$ cat config.mk
export PLATFORM = sky130hd
export DESIGN_NAME = demux_2x8_stream
export DESIGN_NICKNAME = d
export VERILOG_FILES = /design/src/rtl/demux_2x8_stream_pkg.sv /design/src/rtl/demux_2x8_stream_fifo.sv /design/src/rtl/demux_2x8_stream.sv
export SDC_FILE = /design/constraint.sdc
export NUM_CORES = 1
export LEC_CHECK = 0
export ABC_AREA = 1
export CORE_ASPECT_RATIO = 1.75
export CORE_MARGIN = 3
export CORE_UTILIZATION = 30
export CTS_CLUSTER_SIZE = 14
export DETAILED_ROUTE_END_ITERATION = 10
export GPL_TIMING_DRIVEN = 0
export SLEW_MARGIN = 20
export SYNTH_ARGS = -nofsm -noshare
export SYNTH_HDL_FRONTEND = slang
export SYNTH_SLANG_ARGS = --single-unit
$ cat constraint.sdc
create_clock -name CLK -period 2.5 [get_ports CLK]
set_input_delay 0.5 -clock CLK [delete_from_list [all_inputs] [get_ports CLK]]
set_output_delay 0.5 -clock CLK [all_outputs]
set_load 0.02 [all_outputs]
$ cat src/rtl/demux_2x8_stream_pkg.sv
// Shared types and constants for the 1-to-2 byte stream demultiplexer.
package demux_pkg;

    localparam int BYTE_W = 8;

    typedef logic [BYTE_W-1:0] byte_t;

    // Destination encoding carried on SEL alongside each input byte.
    localparam logic SEL_OUT1 = 1'b0;
    localparam logic SEL_OUT2 = 1'b1;

endpackage

$ cat src/rtl/demux_2x8_stream_fifo.sv
// Small synchronous byte FIFO with an occupancy counter; one per output stream.
// Push is ignored when full and pop is ignored when empty, so callers may
// drive them loosely. dout reads 8'h00 while empty so the output is clean after reset.
module byte_fifo
    import demux_pkg::*;
#(
    parameter int DEPTH = 4
) (
    input  logic  CLK,
    input  logic  RESET_N,
    input  logic  push,
    input  byte_t din,
    input  logic  pop,
    output byte_t dout,
    output logic  full,
    output logic  empty
);

    localparam int AW = $clog2(DEPTH);
    localparam logic [AW:0] FULL_OCC = DEPTH[AW:0];

    byte_t         mem [DEPTH];
    logic [AW-1:0] wr_ptr;
    logic [AW-1:0] rd_ptr;
    logic [AW:0]   occ;
    logic          do_push;
    logic          do_pop;

    assign full    = (occ == FULL_OCC);
    assign empty   = (occ == '0);
    assign do_push = push && !full;
    assign do_pop  = pop && !empty;
    assign dout    = empty ? byte_t'(0) : mem[rd_ptr];

    // Storage array: written only on an accepted push, never reset (gated by empty).
    always_ff @(posedge CLK) begin
        if (do_push) begin
            mem[wr_ptr] <= din;
        end
    end

    // Pointers wrap naturally at DEPTH; occupancy tracks push/pop balance.
    always_ff @(posedge CLK or negedge RESET_N) begin
        if (!RESET_N) begin
            wr_ptr <= '0;
            rd_ptr <= '0;
            occ    <= '0;
        end else begin
            if (do_push) begin
                wr_ptr <= wr_ptr + 1'b1;
            end
            if (do_pop) begin
                rd_ptr <= rd_ptr + 1'b1;
            end
            case ({do_push, do_pop})
                2'b10:   occ <= occ + 1'b1;
                2'b01:   occ <= occ - 1'b1;
                default: occ <= occ;
            endcase
        end
    end

endmodule

$ cat src/rtl/demux_2x8_stream.sv
// Routes one byte stream to one of two buffered output streams, chosen per byte by SEL.
// Handshake: every port pair uses valid/ready; a transfer happens on a rising
// edge where both are high. Valid never waits for ready, data and valid are
// held by the sender until the transfer, and ready may depend combinationally
// on the sideband (ENT_READY follows SEL, never ENT_VALID).
module demux_2x8_stream
    import demux_pkg::*;
#(
    parameter int DEPTH = 4
) (
    input  logic       CLK,
    input  logic       RESET_N,
    input  logic [7:0] ENT,
    input  logic       ENT_VALID,
    input  logic       SEL,
    output logic       ENT_READY,
    output logic [7:0] OUT1,
    output logic       OUT1_VALID,
    input  logic       OUT1_READY,
    output logic [7:0] OUT2,
    output logic       OUT2_VALID,
    input  logic       OUT2_READY,
    output logic [7:0] CNT1,
    output logic [7:0] CNT2
);

    logic full1;
    logic full2;
    logic empty1;
    logic empty2;
    logic accept;
    logic push1;
    logic push2;

    // A stalled side only blocks bytes addressed to it.
    always_comb begin
        ENT_READY = (SEL == SEL_OUT2) ? !full2 : !full1;
        accept    = ENT_VALID && ENT_READY;
        push1     = accept && (SEL == SEL_OUT1);
        push2     = accept && (SEL == SEL_OUT2);
    end

    assign OUT1_VALID = !empty1;
    assign OUT2_VALID = !empty2;

    byte_fifo #(.DEPTH(DEPTH)) u_fifo1 (
        .CLK     (CLK),
        .RESET_N (RESET_N),
        .push    (push1),
        .din     (ENT),
        .pop     (OUT1_READY),
        .dout    (OUT1),
        .full    (full1),
        .empty   (empty1)
    );

    byte_fifo #(.DEPTH(DEPTH)) u_fifo2 (
        .CLK     (CLK),
        .RESET_N (RESET_N),
        .push    (push2),
        .din     (ENT),
        .pop     (OUT2_READY),
        .dout    (OUT2),
        .full    (full2),
        .empty   (empty2)
    );

    // Accepted-byte counters per destination, wrapping modulo 256.
    always_ff @(posedge CLK or negedge RESET_N) begin
        if (!RESET_N) begin
            CNT1 <= 8'h00;
            CNT2 <= 8'h00;
        end else begin
            if (push1) begin
                CNT1 <= CNT1 + 8'h01;
            end
            if (push2) begin
                CNT2 <= CNT2 + 8'h01;
            end
        end
    end

endmodule

Word-level counts from Yosys, hierarchy flattened
Memories as Yosys holds them, arrays and structs flattened.
Index checks and enable logic that the tools add are counted.
{"block": "word_totals", "register_bits": 30, "ramBits": 64, "in_bits": 14, "out_inout_bits": 35, "mem_count": 2}
{"block": "op_classes", "addsub": 10, "n_eq_ne": 6, "mux": 9, "bitwise": 1, "n_reduce_logical": 15}
{"memory": "u_fifo1.mem", "words": 4, "width": 8, "read_ports": 1, "rd_clocked_by_memory_dff": 0, "write_ports": 1, "line_no": "demux_2x8_stream_fifo.sv:22", "rtl": "byte_t mem [DEPTH];"}
{"memory": "u_fifo2.mem", "words": 4, "width": 8, "read_ports": 1, "rd_clocked_by_memory_dff": 0, "write_ports": 1, "line_no": "demux_2x8_stream_fifo.sv:22"}
{"cell": "8-bit by 1-bit adder with 8-bit output, second input constant", "n": 2}
{"cell": "8-bit 2-to-1 mux", "n": 2}
{"cell": "3-bit case mux with 2 select lines", "n": 2}
{"cell": "2-bit by 1-bit adder with 2-bit output, second input constant", "n": 4}
{"cell": "1-bit logical AND", "n": 7}
{"cell": "3-bit by 1-bit adder with 3-bit output, second input constant", "n": 2}
{"cell": "3-bit equality test, second input constant", "n": 2}
{"cell": "3-bit zero test", "n": 2}
{"cell": "3-bit by 1-bit subtractor with 3-bit output, second input constant", "n": 2}
{"cell": "1-bit 2-to-1 mux", "n": 5}
{"cell": "2-bit by 1-bit equality test with 1-bit output, second input constant", "n": 2}
{"cell": "2-bit equality test, second input constant", "n": 2}
{"cell": "1-bit zero test", "n": 4}
{"cell": "2-bit nonzero test", "n": 2}
{"cell": "1-bit NOT", "n": 1}

Logic depth before layout (Yosys ltp)
{"block": "depth", "ltp_word": 8, "ltp_mapped": 10, "mapped_depth_nobuf": 10}

By module
A second synthesis with hierarchy kept.
{"block": "hier_totals", "hier_cells": 460, "hier_area_um2": 4494.3}
{"mod": "byte_fifo", "n_inst": 2, "cells_per_inst": 183, "area_per_inst_um2": 1840.5, "seq_area_each_um2": 1136.1}
{"mod": "demux_2x8_stream", "n_inst": 1, "cells_per_inst": 94, "area_per_inst_um2": 813.3, "seq_area_each_um2": 400.4}

Least setup slack after synthesis
Ideal clock, no wire load.
{"block": "synth_timing", "path_type": "register to register", "startpoint": "register u_fifo1.occ[0]", "endpoint": "register u_fifo1.occ[2]", "setup_ns": 0.079, "arrival_ns": 1.906, "required_time_ns": 2.421, "path_slack_ns": 0.515, "stages_incl_launch_ff": 11, "path_buffers": 0, "cell_sequence": "dfrtp_1 > inv_2 > nand3_1 > nand2_1 > inv_1 > ha_1 > inv_1 > fa_1 > or2_2 > nand2_1 > xor2_1"}
{"item": "start, declared", "line_no": "demux_2x8_stream_fifo.sv:25", "rtl": "logic [AW:0] occ;"}
{"item": "start signal, assigned", "line_no": "demux_2x8_stream_fifo.sv:56", "rtl": "2'b10: occ <= occ + 1'b1;"}
{"item": "start signal, assigned", "line_no": "demux_2x8_stream_fifo.sv:57", "rtl": "2'b01: occ <= occ - 1'b1;"}
{"item": "3-bit zero test *", "line_no": "demux_2x8_stream_fifo.sv:30", "rtl": "assign empty = (occ == '0);"}
{"item": "1-bit zero test *"}
{"item": "via OUT1_VALID", "line_no": "demux_2x8_stream.sv:18", "rtl": "output logic OUT1_VALID,"}
{"item": "1-bit logical AND *", "line_no": "demux_2x8_stream_fifo.sv:32", "rtl": "assign do_pop = pop && !empty;"}
{"item": "via u_fifo1.do_pop", "line_no": "demux_2x8_stream_fifo.sv:27", "rtl": "logic do_pop;"}
{"item": "2-bit by 1-bit equality test with 1-bit output / 2-bit equality test (equally long branches)", "line_no": "demux_2x8_stream_fifo.sv:55", "rtl": "case ({do_push, do_pop})"}
{"item": "3-bit case mux with 2 select lines / 2-bit nonzero test (equally long branches)"}
Mark *: on every way through the listed nets, which the timed path passes. The rest lies on a longest branch.
A chain may end at the register's enable or synchronous reset.

Final worst setup path
{"block": "layout_timing", "startpoint": "register u_fifo2.occ[1]", "endpoint": "output port OUT2[7]"}
{"block": "layout_between", "elab_chain_len": 2}
{"item": "start, declared", "line_no": "demux_2x8_stream_fifo.sv:25"}
{"item": "start signal, assigned", "line_no": "demux_2x8_stream_fifo.sv:56"}
{"item": "start signal, assigned", "line_no": "demux_2x8_stream_fifo.sv:57"}
{"item": "3-bit zero test", "line_no": "demux_2x8_stream_fifo.sv:30"}
{"item": "8-bit 2-to-1 mux", "line_no": "demux_2x8_stream_fifo.sv:33", "rtl": "assign dout = empty ? byte_t'(0) : mem[rd_ptr];"}
{"item": "end, declared", "line_no": "demux_2x8_stream.sv:20", "rtl": "output logic [7:0] OUT2,"}
Every way passes these cells.

==> impl_metrics.toml <==
[critical_path]
cp.arrival_ns = 1.82
crit_path_frequent_cell = "inv_1"
reg2reg_from = "u_fifo1.occ[1]"
crit_start = "u_fifo2.occ[1]"
critical_path_class = "register to output pin"
cp-start-kind = "register"
crit_slowest_cell = "dfrtp_1"
reg2reg_slack_ns = 0.33
r2r_end = "u_fifo1.occ[2]"
endpoint = "OUT2[7]"
critPathMaxStageDelay_ns = 0.38
cp-end-kind = "output pin"
path_max_fanout = 8
reg2reg_depth = 10
crit_chain = "inv_1 > nand3_1 > inv_1 > a21oi_1 > dlygate4sd2_1"
worst_ep_required_time_ns = 2.00

[yosys]
synth_cells = 411
syn_area_per_cell_um2 = 10.5
synth.most_common_cell = "nor2_1"
synth_top_cell_by_area = "edfxtp_1"
ys_seq_elements = 94
ys_types = 22
synth.cells.most_frequent = "nor2_1 (79), nand2_1 (75), edfxtp_1 (64), inv_1 (31), dfrtp_1 (30)"
syn_nets = 439
synth_ff_type = "edfxtp_1"
netlist_area_um2 = 4300
synthTopCellsByArea = "edfxtp_1 (45%), dfrtp_1 (17%), nor2_1 (6.9%), nand2_1 (6.5%), ha_1 (3.5%)"
synth_top_area_share_pct = 44.7
synth_edf_count = 64
yosysSeqAreaShare_pct = 62.1
yosys_warnings = 0
synth_async_sr_flop_share_pct = 31.9

[floorplanning]
die_height_um = 164
die_w_um = 96.5
ios = 49
rows = 57
dieArea_um2 = 15900
initial_utilization_pct = 30.8
core_area_um2 = 14000

[grt]
grt_max_degree = 31
gr-max-usage-layer = "met2"
grtUsageTotal_pct = 13.1
grt_pass1_wl_um = 15300
antenna_found_initial = 0
gr-usage-met3_pct = 2.78
overflow = 0
grt_util_met2_pct = 24.8
gr-usage-met1_pct = 13.1
grt_pass1_vias = 3076

[cts]
clkTransAtPathRegs_ns = 0.07
h-tree-depth = 3
cts_buffer_depth = 2
clock-sinks = 94
cts_tree = "built"
cts_buffers = 9
postCtsResizedCells = 16
postCtsSetupRepairBufs = 0
clk_latency_ns = 0.35
cts-root-buf = "clkbuf_16"
cts_hold_buf = 0

[layout]
area_growth_pct = 22.6
drive_gt1_share_pct = 11.2
diodes = 0
fin_cells = 652
final_nets = 498

[placement]
hpwl_um = 6900
gp_congestion = 0.805
dp_slack_ns = -0.242
port_buffers = 48
placed_cells = 636

[route]
drc = 0
wl_per_cell_um = 14.5
via_per_inst = 4.48
drt_pass1_iterations = 4
drt_iter0_drc = 130
num_vias = 2922
routed_wl_um = 9440
ant_nets = 0

[timing]
fin_crit_sh_pct = 92.9
rsz0062_at_grt = "false"
setup_viol = 0
finalClockSkew_ns = 0.0127
fin_crit_ns = 2.32
tightestPinTransition_ns = 0.853
layout_setup_ws_ns = 0.178
finalHoldViolCount = 0
timing.fmax_ghz = 0.431
slew_viol_final = 0
fin_setup_tns_ns = 0
slew_headroom_pct = 42.9

[job]
max_cap_viol_count = 0

[power_and_ir_drop]
max-vdd-ir-drop_uv = 497
powerDensity_nw_per_um2 = 1170
leakage_nw = 2.11

[status]
status = "finished clean"

[worst_hold_path]
hold_class = "input port to asynchronous set/reset pin"
==> flip-flops by register name, indices dropped and copies added (netlist names), 3 cells and up <==
name,count
u_fifo1.mem,32
u_fifo2.mem,32
CNT1,8
CNT2,8
u_fifo1.occ,3
u_fifo2.occ,3
==> cells in the final DEF (no fill, tap or decap), drive strengths merged, types with 2 or more instances in the layout <==
master         netlist  routed
buf                 10      11
xor2                 6       6
clkbuf               0       9
clkinv               0       3
fa                   2       2
edfxtp              64      64
dlygate4sd2          0      16
nand2               78      78
clkdlybuf4s50        0      30
or2                  2       2
xnor2                8       8
nand3               14      14
o21ai               42      42
dfrtp               30      30
clkinvlp             0       2
nor2                86      86
a21oi               18      18
inv                 39      41
ha                  12      12
==> how the worst min path moves through the flow <==
stage	end	slack [ns]	cells past startpoint
final	CNT2[2]	0.22	1
after detailed placement	u_fifo1.occ[1]	0.48	2
after global placement	u_fifo1.occ[1]	0.46	2
after floorplan	CNT1[0]	0.20	0
after global routing	CNT2[2]	0.26	1
after CTS	CNT2[2]	0.23	1
==> cell type report <==
cell class                 instances  area [um2]
fill                            1416        8700
clock inverter                     7        68.8
buffer                            10         104
inverter                          39         146
multi-input combinational        268        1380
sequential                        94        2670
tap                              177         221
clock buffer                       9         225
timing repair buffer              48         458
==> layer usage <==
layer  wire length (um)  up-vias
met2               5370       52
met4                267        0
met1               3530     1393
met3                275       16
met5                  0        -
li1                   -     1461
==> cells by family after synthesis <==
kind of cell | Yosys count | synth area share, %
buf+inv | 49 | 5.81
simple gates | 180 | 17.8
flops | 94 | 62.1
compound gates | 60 | 6.98
fa+ha+maj | 14 | 4.42
xor+xnor | 14 | 2.85
==> worst max-delay path, delay by kind of cell (launching register included) <==
| kind | cells | cell delay (ns) |
|---|---|---|
| buffers and inverters | 3 | 0.80 |
| DFF | 1 | 0.38 |
| and+or+nand+nor | 1 | 0.15 |
| AOI/OAI and AO/OA | 1 | 0.14 |
==> metrics by stage <==
stage	hold WS (ns)	utilization [%]	total power, mW	area [um2]
finish	0.221	37.8	6.17	5280
global route	0.263	37.8	6.64	5280
CTS	0.231	37.7	6.27	5280
detailed placement	0.478	35.8	5.10	5000
global placement	0.462	35.8	5.02	5010
floorplan	0.204	-	3.97	4300
==> power by group <==
group	switching, mW	total [mW]	internal (mW)
Clock	0.629	1.33	0.696
Combinational	1.62	2.65	1.02
Sequential	0.222	2.20	1.98
Note: power is estimated with default switching activity, not from simulation.
